## config.mk

```make
export PLATFORM = sky130hd
export DESIGN_NAME = instruction_fetch_unit
export DESIGN_NICKNAME = d
export VERILOG_FILES = /design/src/rtl/instruction_fetch_unit.sv
export SDC_FILE = /design/constraint.sdc
export NUM_CORES = 1
export LEC_CHECK = 0
export CORE_AREA = 2 2 84 86
export DETAILED_ROUTE_END_ITERATION = 8
export DIE_AREA = 0 0 86 88
export HOLD_SLACK_MARGIN = 0.02
export PLACE_DENSITY = 0.88
export SLEW_MARGIN = 10
export SYNTH_ARGS = -nofsm -noshare
export SYNTH_HDL_FRONTEND = slang
export SYNTH_SLANG_ARGS = --single-unit
export TNS_END_PERCENT = 5
```

## constraint.sdc

```tcl
create_clock -name clk -period 2.16 [get_ports clk]
set_clock_uncertainty 0.2 [all_clocks]
set_input_delay 0.648 -clock clk [delete_from_list [all_inputs] [get_ports clk]]
set_output_delay 0.648 -clock clk [all_outputs]
set_load 0.01 [all_outputs]
```

## src/rtl/instruction_fetch_unit.sv

```systemverilog
// IF stage: owns the PC, issues instruction reads, loads the IF/ID register.
// Optional IF_STATIC_JUMP_EN: redirect PC on JMP/JAL words at fetch time.
module instruction_fetch_unit #(
    parameter int                   WORD_SIZE = 16,
    parameter logic [WORD_SIZE-1:0] RESET_PC  = '0
) (
    input  logic                 clk,
    input  logic                 reset_n,
    output logic                 i_mem_read,
    output logic [WORD_SIZE-1:0] i_address,
    input  logic [WORD_SIZE-1:0] i_data,
    input  logic                 i_ready,
    input  logic                 stall,
    input  logic                 flush,
    input  logic [WORD_SIZE-1:0] redirect_pc,
    input  logic                 halt,
    output logic [WORD_SIZE-1:0] if_id_inst,
    output logic [WORD_SIZE-1:0] if_id_pc_next,
    output logic                 if_id_valid
);

    localparam logic [WORD_SIZE-1:0] ONE = 1;

    typedef enum logic [1:0] {
        FETCH,
        HOLD,
        HALTED
    } state_t;

    typedef struct packed {
        logic [WORD_SIZE-1:0] inst;
        logic [WORD_SIZE-1:0] pc_next;
        logic                 valid;
    } if_id_t;

    state_t               state, state_nxt;
    logic [WORD_SIZE-1:0] pc, pc_nxt;
    logic [WORD_SIZE-1:0] hold_buf, hold_nxt;
    if_id_t               if_id, if_id_nxt;

    logic [WORD_SIZE-1:0] pc_inc;
    logic [WORD_SIZE-1:0] fetch_npc;
    logic [WORD_SIZE-1:0] hold_npc;

    assign pc_inc = pc + ONE;

`ifdef IF_STATIC_JUMP_EN
    localparam logic [3:0] JMP_OP = 4'd9;
    localparam logic [3:0] JAL_OP = 4'd10;

    // Absolute jump target keeps the page bits of the current PC.
    function automatic logic [WORD_SIZE-1:0] jump_npc(
        input logic [WORD_SIZE-1:0] cur_pc,
        input logic [WORD_SIZE-1:0] inc_pc,
        input logic [WORD_SIZE-1:0] word
    );
        logic [3:0] op;
        op = word[WORD_SIZE-1 -: 4];
        if (op == JMP_OP || op == JAL_OP)
            return {cur_pc[WORD_SIZE-1:12], word[11:0]};
        return inc_pc;
    endfunction

    assign fetch_npc = jump_npc(pc, pc_inc, i_data);
    assign hold_npc  = jump_npc(pc, pc_inc, hold_buf);
`else
    assign fetch_npc = pc_inc;
    assign hold_npc  = pc_inc;
`endif

    // Next-state and request decode; priority flush > halt > stall.
    always_comb begin
        state_nxt  = state;
        pc_nxt     = pc;
        hold_nxt   = hold_buf;
        if_id_nxt  = if_id;
        i_mem_read = (state == FETCH) && !reset_n;
        i_address  = pc;
        if (state == HALTED) begin
            if_id_nxt.valid = 1'b0;
        end else if (flush) begin
            pc_nxt          = redirect_pc;
            hold_nxt        = '0;
            if_id_nxt.valid = 1'b0;
            state_nxt       = FETCH;
        end else if (halt) begin
            if_id_nxt.valid = 1'b0;
            state_nxt       = HALTED;
        end else begin
            unique case (state)
                FETCH: begin
                    unique case (1'b1)
                        i_ready && !stall: begin
                            if_id_nxt = '{i_data, pc_inc, 1'b1};
                            pc_nxt    = fetch_npc;
                        end
                        i_ready && stall: begin
                            hold_nxt  = i_data;
                            state_nxt = HOLD;
                        end
                        !i_ready && !stall: begin
                            if_id_nxt.valid = 1'b0;
                        end
                        default: ;
                    endcase
                end
                HOLD: begin
                    if (!stall) begin
                        if_id_nxt = '{hold_buf, pc_inc, 1'b1};
                        pc_nxt    = hold_npc;
                        state_nxt = FETCH;
                    end
                end
                default: ;
            endcase
        end
    end

    // State, PC, hold buffer and IF/ID register.
    always_ff @(posedge clk) begin
        if (reset_n) begin
            state    <= FETCH;
            pc       <= RESET_PC;
            hold_buf <= '0;
            if_id    <= '0;
        end else begin
            state    <= state_nxt;
            pc       <= pc_nxt;
            hold_buf <= hold_nxt;
            if_id    <= if_id_nxt;
        end
    end

    assign if_id_inst    = if_id.inst;
    assign if_id_pc_next = if_id.pc_next;
    assign if_id_valid   = if_id.valid;

endmodule

```

==> results by group <==
Run status
  • Status: finished clean

Timing
  • Setup-failing EPs final: 0
  • Final Cycle Share: 98.93%
  • Worst-margin pin slew: 0.6761 ns
  • F_max: 0.4680 GHz
  • Setup TNS: 0 ns
  • Max-slew violation count: 0
  • RSZ-0062 raised after global routing: true
  • Minimum clock period: 2.137 ns
  • Worst setup margin: 0.02316 ns
  • Worst slew margin: 54.92%
  • Final Hold Viols: 0
  • Worst Hold Slack: 0.2509 ns

Critical path
  • Critical-path cell list: clkdlybuf4s50_1
  • Worst EP arrival: 1.29 ns
  • Crit Path Class: reg2out
  • CP startpoint: i_address[9]
  • Critical path destination: i_address[9]
  • Levels on crit path: 1
  • CP max stage delay: 0.55 ns
  • Critical path's top delay family: buffers and inverters
  • R2R Path End: i_address[12]
  • Startpoint types: register
  • Reg-to-Reg Start: i_address[0]
  • Worst Path Max Fanout: 6
  • Reg2reg setup slack: 0.22 ns
  • CP max-delay cell: clkdlybuf4s50_1
  • R2R depth: 6
  • Nature of the critical path endpoint: output pin
  • Worst Path Required: 1.31 ns
  • Crit path buffers/inverters: 1

Drt
  • Iteration count of the initial detailed-routing pass: 4
  • DRT antenna net count: 0
  • Via count: 3146
  • Avg Vias per Cell: 5.568
  • DRT iter0 DRCs: 180
  • Routed WL: 8581 um
  • # DRC: 0
  • DR WL/cell: 15.19 um

Final layout
  • Final #Nets: 519
  • Area growth from synthesis to layout: 45.58%
  • # diodes: 0
  • Layout Cells excl Fill: 565
  • Share of layout cells above drive strength 1: 15.46%

Clock network
  • CTS Root Cell: clkbuf_8
  • CTS HTree Levels: 3
  • Num CTS Buffers: 9
  • Clock sinks: 67
  • CTS clk-pin slew, worst paths: 0.08 ns
  • Cts hold-fix bufs: 0
  • Clk buf depth: 2
  • Post-CTS setup buffers: 0
  • Later-pin clock latency in the skew report: 0.34 ns
  • CTS tree: done

Synth
  • Cell taking the most area after synthesis: dfxtp_1
  • Count leader, synth: dfxtp_1
  • Post-synth EDFFs: 0
  • Syn Nets: 418
  • Post-synthesis cell area: 3099 um2
  • Number of distinct library cells after synthesis: 45
  • Post-synth ARST share: 0%
  • Post-synth top area share: 43.28%
  • Seq/Total Area, Yosys: 43.28%
  • Top_reg_cell synth: dfxtp_1
  • Yosys warnings: 0
  • Avg Cell Area, Syn: 8.177 um2
  • Main area contributors after synthesis: dfxtp_1 43%, a211oi_1 6.8%, nor2_1 6.3%, nand2_1 5.7%, a21oi_1 5.7%
  • Gate Count Post-Synth: 379
  • Total of flip-flops plus latches after synthesis: 67
  • List of most frequent post-synthesis cells: 67 x dfxtp_1, 52 x nor2_1, 47 x nand2_1

GRT
  • Largest net degree at the start of global routing: 65
  • Grt ovf: 0
  • Vias in the first global route: 2873
  • First-pass GRT wire length: 13590 um
  • Initial antenna violation count: 0
  • Global-route usage over all layers: 22.91%

Floorplan
  • Die Y: 88 um
  • Initial Utilization: 46.65%
  • Die area: 7568 um2
  • DIE WIDTH: 86 um
  • Site row count: 30
  • CORE AREA: 6644 um2
  • # IOs: 88

Power and ir drop
  • Leak: 1.811 nW
  • PwrDens: 647.8 nW/um2
  • Peak supply drop: 0.0003736 V

Min path
  • Worst hold path class: reg2reg

Placed design
  • Post-DP HPWL: 5900 um
  • PortBufs: 87
  • GPL Wtd Cong: 0.9372
  • Setup WS pre-CTS: -0.4446 ns
  • DP Cell Count: 549

Flow run
  • Maxcap violations: 0
## power breakdown
group	switching [mW]	internal, mW
sequential	0.0506	1.29
clock	0.504	0.598
combinational	0.231	0.248
total	0.786	2.14
## stage by stage
stage | utilization [%] | power [mW] | instance area (um2)
2_1_floorplan | - | 1.585 | 3099
3_3_place_gp | 63.82 | 1.829 | 4240
3_5_place_dp | 63.82 | 1.845 | 4240
4_1_cts | 67.23 | 2.930 | 4467
5_1_grt | 67.91 | 3.032 | 4512
6_report | 67.91 | 2.923 | 4512
## cell type report
type                    count  area, um2
fillers                   517       2132
clock buffers              11      151.4
well taps                  80      100.1
flip-flops and latches     67       1364
clock inverters             5      61.31
repair buffers            121       1175
inverters                   4      15.01
multi-input cells         277       1645
## cell families (layout without fill, tap and decap cells)
kind of cell	after synthesis	count (layout)	share of synthesized area, %
buffers and inverters	35	141	4.723
muxes	17	17	5.490
AOI/OAI and AO/OA	97	97	20.19
adders and majority gates	1	1	0.4036
DFF	67	67	43.28
xor gates and xnor gates	13	13	3.674
and+or+nand+nor	149	149	22.25
## routing by layer
layer / routed length (um) / GRT usage [%]
met2: 4298 / 37.91
met1: 3592 / 29.32
met5: 0 / 0
met4: 248 / 11.40
met3: 441 / 3.299
## worst min-delay path by stage
stage	cells after the start	end	startpoint	slack (ns)
global route	2	hold_buf[12]	hold_buf[12]	0.28
global placement	2	hold_buf[9]	hold_buf[9]	0.24
detailed placement	2	hold_buf[14]	hold_buf[14]	0.24
finish	2	hold_buf[14]	hold_buf[14]	0.25
floorplan	2	hold_buf[0]	hold_buf[0]	0.23
CTS	2	hold_buf[14]	hold_buf[14]	0.25
## layout by cell type, fill, tap and decap left out, types with 3 or more instances in the layout
| cell type | synthesis | layout |
|---|---|---|
| inv_1 | 4 | 4 |
| a211oi_1 | 28 | 27 |
| dfxtp_4 | 0 | 4 |
| o21ai_0 | 9 | 9 |
| dfxtp_1 | 67 | 57 |
| nor2_1 | 52 | 50 |
| o211ai_1 | 3 | 3 |
| buf_4 | 0 | 30 |
| xor2_1 | 8 | 8 |
| o31ai_1 | 4 | 4 |
| dlymetal6s2s_1 | 0 | 5 |
| nand2_1 | 47 | 47 |
| buf_12 | 0 | 4 |
| clkbuf_8 | 0 | 11 |
| nor3_1 | 8 | 7 |
| dfxtp_2 | 0 | 6 |
| nand3_1 | 23 | 23 |
| dlygate4sd2_1 | 0 | 7 |
| clkdlybuf4s50_1 | 0 | 74 |
| mux2i_1 | 17 | 17 |
| nor4_1 | 3 | 3 |
| a21oi_1 | 35 | 35 |
| nand2b_1 | 5 | 5 |
| clkinvlp_4 | 0 | 3 |
| xnor2_1 | 5 | 5 |
## sequential cells by signal, summed over array words and instances (netlist names)
| register | cells |
|---|---|
| hold_buf | 16 |
| i_address | 16 |
| if_id_inst | 16 |
| if_id_pc_next | 16 |
| if_id_valid | 1 |
| state | 2 |
## what timing repair did
| action | in CTS | in global routing |
|---|---|---|
| endpoints found under the hold margin | 0 | 0 |
| endpoints found under the setup margin | 16 | 26 |
| gates resized for setup | 19 | 14 |
(Power assumes the default switching activity.)
